[src/rtl/sequential_divider.sv]
// sequential_divider: unsigned restoring divider, one quotient bit per clock.
// Divides a 2*WIDTH-bit dividend by a WIDTH-bit divisor. Results and flags
// are registered and held with done_out until the next accepted start.
//
//   state | meaning
//   IDLE  | no result since reset, waiting for start_in
//   CALC  | shift/subtract iterations, or one cycle to report an exception
//   DONE  | result valid on outputs, start_in launches the next division
module sequential_divider #(
  parameter int WIDTH = 8
) (
  input  logic                 clock,
  input  logic                 reset_in,
  input  logic                 start_in,
  input  logic [2*WIDTH-1:0]   dividend_in,
  input  logic [WIDTH-1:0]     divisor_in,
  output logic [WIDTH-1:0]     quotient_out,
  output logic [WIDTH-1:0]     remainder_out,
  output logic                 done_out,
  output logic                 overflow_out,
  output logic                 div_by_zero_out
);

  localparam int CW = $clog2(WIDTH + 1);

  typedef enum logic [1:0] {
    IDLE = 2'd0,
    CALC = 2'd1,
    DONE = 2'd2
  } state_t;

  state_t           state_q;
  // Partial remainder is kept in WIDTH bits: it is always below the divisor
  // between steps, so only the shifted value needs the extra top bit.
  logic [WIDTH-1:0] rem_q;
  logic [WIDTH-1:0] quo_q;
  logic [WIDTH-1:0] div_q;
  logic [CW-1:0]    cnt_q;
  logic             exc_zero_q;
  logic             exc_ovf_q;

  logic [WIDTH:0]   rem_sh;
  logic [WIDTH-1:0] quo_sh;
  logic             fits;
  logic [WIDTH-1:0] rem_d;
  logic [WIDTH-1:0] quo_d;
  logic [CW-1:0]    cnt_d;
  logic             last_step;
  logic             start_zero;
  logic             start_ovf;

  // One restoring step: shift {R,Q} left, subtract divisor when it fits.
  always_comb begin
    rem_sh    = {rem_q, quo_q[WIDTH-1]};
    quo_sh    = {quo_q[WIDTH-2:0], 1'b0};
    fits      = (rem_sh >= {1'b0, div_q});
    rem_d     = fits ? WIDTH'(rem_sh - {1'b0, div_q}) : rem_sh[WIDTH-1:0];
    quo_d     = {quo_sh[WIDTH-1:1], fits};
    cnt_d     = cnt_q - 1'b1;
    last_step = (cnt_q == CW'(1));
  end

  // Exception classification of the operands presented with start_in.
  always_comb begin
    start_zero = (divisor_in == '0);
    start_ovf  = !start_zero && (dividend_in[2*WIDTH-1:WIDTH] >= divisor_in);
  end

  // Control FSM with registered result outputs.
  always_ff @(posedge clock or posedge reset_in) begin
    if (reset_in) begin
      state_q         <= IDLE;
      rem_q           <= '0;
      quo_q           <= '0;
      div_q           <= '0;
      cnt_q           <= '0;
      exc_zero_q      <= 1'b0;
      exc_ovf_q       <= 1'b0;
      quotient_out    <= '0;
      remainder_out   <= '0;
      done_out        <= 1'b0;
      overflow_out    <= 1'b0;
      div_by_zero_out <= 1'b0;
    end else begin
      case (state_q)
        IDLE, DONE: begin
          if (start_in) begin
            done_out        <= 1'b0;
            overflow_out    <= 1'b0;
            div_by_zero_out <= 1'b0;
            div_q           <= divisor_in;
            exc_zero_q      <= start_zero;
            exc_ovf_q       <= start_ovf;
            rem_q           <= dividend_in[2*WIDTH-1:WIDTH];
            quo_q           <= dividend_in[WIDTH-1:0];
            cnt_q           <= (start_zero || start_ovf) ? CW'(1) : CW'(WIDTH);
            state_q         <= CALC;
          end
        end
        CALC: begin
          if (exc_zero_q || exc_ovf_q) begin
            // Exceptions finish one edge after acceptance with a saturated quotient.
            quotient_out    <= '1;
            remainder_out   <= '0;
            overflow_out    <= exc_ovf_q;
            div_by_zero_out <= exc_zero_q;
            done_out        <= 1'b1;
            exc_zero_q      <= 1'b0;
            exc_ovf_q       <= 1'b0;
            cnt_q           <= '0;
            state_q         <= DONE;
          end else begin
            rem_q <= rem_d;
            quo_q <= quo_d;
            cnt_q <= cnt_d;
            if (last_step) begin
              quotient_out  <= quo_d;
              remainder_out <= rem_d;
              done_out      <= 1'b1;
              state_q       <= DONE;
            end
          end
        end
        default: state_q <= IDLE;
      endcase
    end
  end

endmodule

[config.mk]
export PLATFORM = sky130hd
export DESIGN_NAME = sequential_divider
export DESIGN_NICKNAME = d
export VERILOG_FILES = /design/src/rtl/sequential_divider.sv
export SDC_FILE = /design/constraint.sdc
export NUM_CORES = 1
export LEC_CHECK = 0
export CORE_MARGIN = 2
export CORE_UTILIZATION = 45
export CTS_BUF_LIST = sky130_fd_sc_hd__clkbuf_4 sky130_fd_sc_hd__clkbuf_8 sky130_fd_sc_hd__clkbuf_16
export CTS_CLUSTER_DIAMETER = 80
export DETAILED_ROUTE_END_ITERATION = 7
export GPL_TIMING_DRIVEN = 0
export PLACE_DENSITY = 0.71
export SYNTH_ARGS = -nofsm -noshare
export SYNTH_HDL_FRONTEND = slang
export SYNTH_SLANG_ARGS = --single-unit
[constraint.sdc]
create_clock -name clock -period 1.8 [get_ports clock]
set_input_delay 0.54 -clock clock [delete_from_list [all_inputs] [get_ports clock]]
set_output_delay 0.54 -clock clock [all_outputs]
set_load 0.02 [all_outputs]
### After elaboration in Yosys (flattened, before gate mapping)

Cells that the tools add are included.

| storage, ports and cells | value |
|---|---|
| word-level logic and storage cells | 71 |
| register bits | 51 |

| cells by class | value |
|---|---|
| reduce and logical (&&, ||, !) cells | 16 |
| equal/unequal tests | 7 |
| muxes and demuxes | 32 |
| add/subtract/negate cells | 2 |
| $lt $le $gt $ge | 2 |

Operators by type and width:

| kind | count |
|---|---|
| two-way mux 8 bit | 9 |
| case mux 8 bit (2 select lines) | 2 |
| two-way mux 4 bit | 3 |
| case mux 1 bit (2 select lines) | 5 |
| greater-or-equal comparator 9 x 8 -> 1 bit | 1 |
| AND reduction 3 bit | 3 |
| greater-or-equal comparator 8 bit | 1 |
| logical NOT 8 bit | 1 |
| two-way mux 1 bit | 8 |
| case mux 4 bit (2 select lines) | 1 |
| AND reduction 2 bit | 4 |
| subtractor 8 bit | 1 |
| two-way mux 2 bit | 3 |
| inequality test 2 bit, second input constant | 3 |
| == test 4 x 1 -> 1 bit, second input constant | 1 |
| case mux 2 bit (2 select lines) | 1 |
| nonzero test 2 bit | 2 |
| subtractor 4 x 1 -> 4 bit, second input constant | 1 |
| inequality test 3 bit, second input constant | 1 |
| == test 2 x 1 -> 1 bit, second input constant | 1 |
| == test 2 bit, second input constant | 1 |
| logical NOT 2 bit | 1 |
| logical OR 1 bit | 2 |
| OR reduction 2 bit | 1 |
| 2 further kinds | 2 |

### Logic depth before layout (Yosys ltp)

Gate-level depths: netlist of the first run.

| logic depth | value |
|---|---|
| word-level depth | 7 |
| mapped depth | 10 |
| mapped depth without buffers | 8 |

### Worst setup path after synthesis of the first run

No wires, ideal clock.

| timing path | value |
|---|---|
| kind | reg2reg |
| start | register rem_q[6] |
| end | register rem_q[0] |
| arrival time | 1.770 ns |
| clock period less this slack | 1.856 ns |
| library setup time | 0.086 ns |
| stages on the path, launching flop included | 8 |
| path buffers | 1 |
| setup slack | -0.056 ns |
| cell sequence | dfrtp_1 ha_1 a211oi_1 o211ai_1 a21o_1 buf_6 mux2_4 o221ai_2 |

| on the way | value |
|---|---|
| longest elaborated chain between the ends | 4 |

RTL lines:

| item | RTL line | source |
|---|---|---|
| from (decl) | 35 | `logic [WIDTH-1:0] rem_q;` |
| from (signal assigned) | 94 | `rem_q <= dividend_in[2*WIDTH-1:WIDTH];` |
| from (signal assigned) | 113 | `rem_q <= rem_d;` |
| greater-or-equal comparator 9 x 8 -> 1 bit | 56 | `fits = (rem_sh >= {1'b0, div_q});` |
| two-way mux 8 bit | 57 | `rem_d = fits ? WIDTH'(rem_sh - {1'b0, div_q}) : rem_sh[WIDTH-1:0];` |
| two-way mux 8 bit | 101 | `if (exc_zero_q \|\| exc_ovf_q) begin` |
| case mux 8 bit (2 select lines) | 85 | `case (state_q)` |

Every way passes these cells. The select of a mux whose other input is x is not followed.
A chain may end at the register's enable or synchronous reset.

### Worst setup path after layout of the first run

| timing path | value |
|---|---|
| start | register rem_q[6] |
| end | register remainder_out[7] |

| on the way | value |
|---|---|
| longest elaborated chain between the ends | 4 |
| elaborated cells between the ends (all ways) | 5 |
| those cells by class | add/sub (1); order compare (1); mux (3) |

RTL lines:

| item | RTL line | source |
|---|---|---|
| subtractor 8 bit / greater-or-equal comparator 9 x 8 -> 1 bit (equally long branches) | 57, 56 |  |
| two-way mux 8 bit (*) | 57 |  |
| two-way mux 8 bit (*) | 116 | `if (last_step) begin` |
| two-way mux 8 bit (*) | 101 |  |
| to (signal assigned) | 118 | `remainder_out <= rem_d;` |
| to (decl) | 18 | `output logic [WIDTH-1:0] remainder_out,` |

Mark *: on every way between the ends. The rest lies on a longest branch, timed or not. The select of a mux whose other input is x is not followed.

==> out/metrics.yaml, run 1 <==
crit_type: "register to register"
drc: 0
grt_max_degree: 32
synth_fp_nets: 360
cp_top_family: "compound AO/OA/AOI/OAI gates"
finish.net_count: 424
vias: 2586
power.density_nw_per_um2: 2150
wl_met1_mm: 3.24
wl_met3_um: 331
end_kind: "register"
fmax_mhz: 500
die_x_um: 84.6
nFillCells: 532
yosysUniqueCellTypes: 48
rr_worst_depth: 8
grt_pass1_vias: 2487
violations: "setup timing"
path_cells: "ha_4 > a211oi_2 > o211ai_1 > a21o_1 > buf_6 > buf_4 > nor3b_1 > o31ai_1"
worst_slack_ns: -0.200
cts_hold_buf: 0
wl_met2_mm: 3.66
clock_skew_ns: 0.00437
p_leak_nw: 1.74
cap_violations: 0
slew_violations: 0
slowest_delay_ns: 0.44
viasPerCell: 5.67
relSlewSlack: 0.691
die_y_um: 84.6
rrSetupSlack_ns: -0.20
fin_crit_ns: 2.00
syn_area_um2: 2930
hold_viol_final: 0
crit_fanout: 7
synth-main-ff-cell: "dfrtp_1"
gp_congestion: 0.853
clk_latency_ns: 0.32
final_cell_mix: "50 x dfrtp_1, 48 x nand2_1, 27 x dlygate4sd2_1"
status: "complete, but fails checks"
area_growth_pct: 35.9
wl_per_cell_um: 16.5
synth-edff-count: 0
ys_seq_elements: 51
arrival_ns: 2.23
antenna_found_initial: 0
port_buffers: 45
io_pins: 46
routed.top_layer: "met4"
cp.buffers_inverters: 2
slowest_stage: "dfrtp_1"
tightest_slew_ns: 0.463
regArea_um2: 1280
multi_input_area_um2: 1720
min_path_cells: 2
path_depth: 8
htreeDepth: 2
async_reset_ff_frac: 1.00
setup_viol: 18
grt_first_pass_wirelength_mm: 12.1
grt_usage: 0.216
grt-ovfl-total: 0
clk_path_buf_depth: 2
rows: 29
ys_seq_area_frac: 0.436
syn_inst: 314
startpoint_type: "register"
clk_pin_slew_ns: 0.10
rsz0062_at_grt: "yes"
start_util: 0.464
die_area_um2: 7160
min_path_type: "register to register"
yosys_warnings: 0
root_buffer: "clkbuf_8"
cts_tree: "built"
fin_crit_sh: 1.11
p_total_w: 0.00853
vdd_drop_max_mv: 1.07
drtPass1Iterations: 4
drt_iter0_drc: 128
design.core.area_um2: 6310
holdWs_ns: 0.482
preCtsSetupSlack_ns: -0.527
antenna_cells: 0
layout_commonest_cell: "dfrtp_1"
post-dp-hpwl_mm: 5.21
cts_buffers: 5
wl_mm: 7.52
clock_sinks: 51
drive_gt1_frac: 0.203
postSynthAreaPerCell_um2: 9.32
crit_required_ns: 2.03
ant_nets: 0
flip-flops by register name, indices dropped and copies added, names as in the netlist:
name and flops:
div_q 8, quo_q 8, rem_q 8, state_q 2, remainder_out 8, div_by_zero_out 1, overflow_out 1, exc_ovf_q 1
cnt_q 4, done_out 1, exc_zero_q 1, quotient_out 8
repair_timing:
action	in CTS	in global routing
pin swaps	14	13
resized for setup	69	23
cloned	1	0
setup endpoints to repair	48	31
endpoints found under the hold margin	0	0
buffers inserted	8	3
report_power, final:
group	total, W	switching, W	internal (W)
logic	0.00566	0.00303	0.00263
registers	0.00201	0.000361	0.00164
clock network	0.000867	0.000410	0.000458
worst reg2reg max path: stages (launching register included):
cell      delay (ns)
dfrtp_1         0.44
ha_4            0.29
a211oi_2        0.24
o211ai_1        0.15
a21o_1          0.18
buf_6           0.15
buf_4           0.15
nor3b_1         0.14
o31ai_1         0.20
metal layers:
layer	up-vias	GRT usage
met1	1256	0.283
met3	25	0.0305
met4	0	0.101
met2	70	0.353
met5	-	0
li1	1235	-
path summary, 6_finish.rpt:
kind / start / to
min in group asynchronous: reset_in / quotient_out[7]
max in group asynchronous: reset_in / rem_q[5]
worst min register to register: remainder_out[2] / remainder_out[2]
worst max register to register: rem_q[6] / remainder_out[7]
worst max-delay path: rem_q[6] / remainder_out[7]
worst min-delay path: remainder_out[2] / remainder_out[2]
final cells by class:
class	instances	share of cell area
Inverter	21	0.0198
Multi-Input combinational cell	227	0.431
Timing Repair Buffer	58	0.139
Tap cell	77	0.0242
Clock inverter	2	0.00975
Sequential cell	51	0.321
Buffer	14	0.0337
Clock buffer	6	0.0208
cells by family (layout without fill, tap and decap cells):
family                   after synthesis  count (layout)  synth area share
adder cells (fa/ha/maj)               19              19            0.0838
AO/OA/AOI/OAI                         86              86             0.186
multiplexers                           7               7            0.0274
flip-flops                            51              51             0.436
XOR/XNOR                               5               5            0.0150
AND/OR/NAND/NOR                      110             110             0.183
buffers and inverters                 36             101            0.0688
Yosys cell counts (all sizes together), types with 2 or more instances:
library cell	n	area (um2)
dfrtp	51	1280
nand2	50	206
o21ai	33	165
inv	21	78.8
ha	18	225
nor2	18	67.6
a21oi	12	60.1
buf	10	104
a31oi	8	50.1
nand2b	8	50.1
o22a	8	70.1
or3	7	43.8
nor2b	6	37.5
nor3	6	30.0
o22ai	6	37.5
clkbuf	5	18.8
mux2i	5	50.1
nand3	5	25.0
a211oi	3	22.5
nor3b	3	27.5
o21a	3	22.5
xnor2	3	26.3
a22o	2	17.5
mux2	2	30.0
nand3b	2	15.0
nor4	2	12.5
o211ai	2	15.0
o221ai	2	23.8
xor2	2	17.5
stage by stage:
step                instance area, um2   util  cells  setup TNS, ns
global route                      3980  0.630    456          -3.76
floorplan                         2950      -    314      -0.000249
global placement                  3490  0.553    436         -53.10
detailed placement                3510  0.556    437          -6.94
CTS                               3870  0.613    453          -1.06
finish                            3980  0.630    456          -2.92
No activity file was read; power rests on OpenSTA's default activity.
==> inputs of run 2 (changes only) <==
--- a/config.mk
+++ b/config.mk
@@ -12,6 +12,7 @@
 export DETAILED_ROUTE_END_ITERATION = 7
 export GPL_TIMING_DRIVEN = 0
 export PLACE_DENSITY = 0.71
+export SKIP_LAST_GASP = 1
 export SYNTH_ARGS = -nofsm -noshare
 export SYNTH_HDL_FRONTEND = slang
 export SYNTH_SLANG_ARGS = --single-unit
==> results of run 2 <==
The final DEF is identical to that of run 1; final timing and power are the same.
Main changes from that run: number of gates resized after CTS 69 -> 68
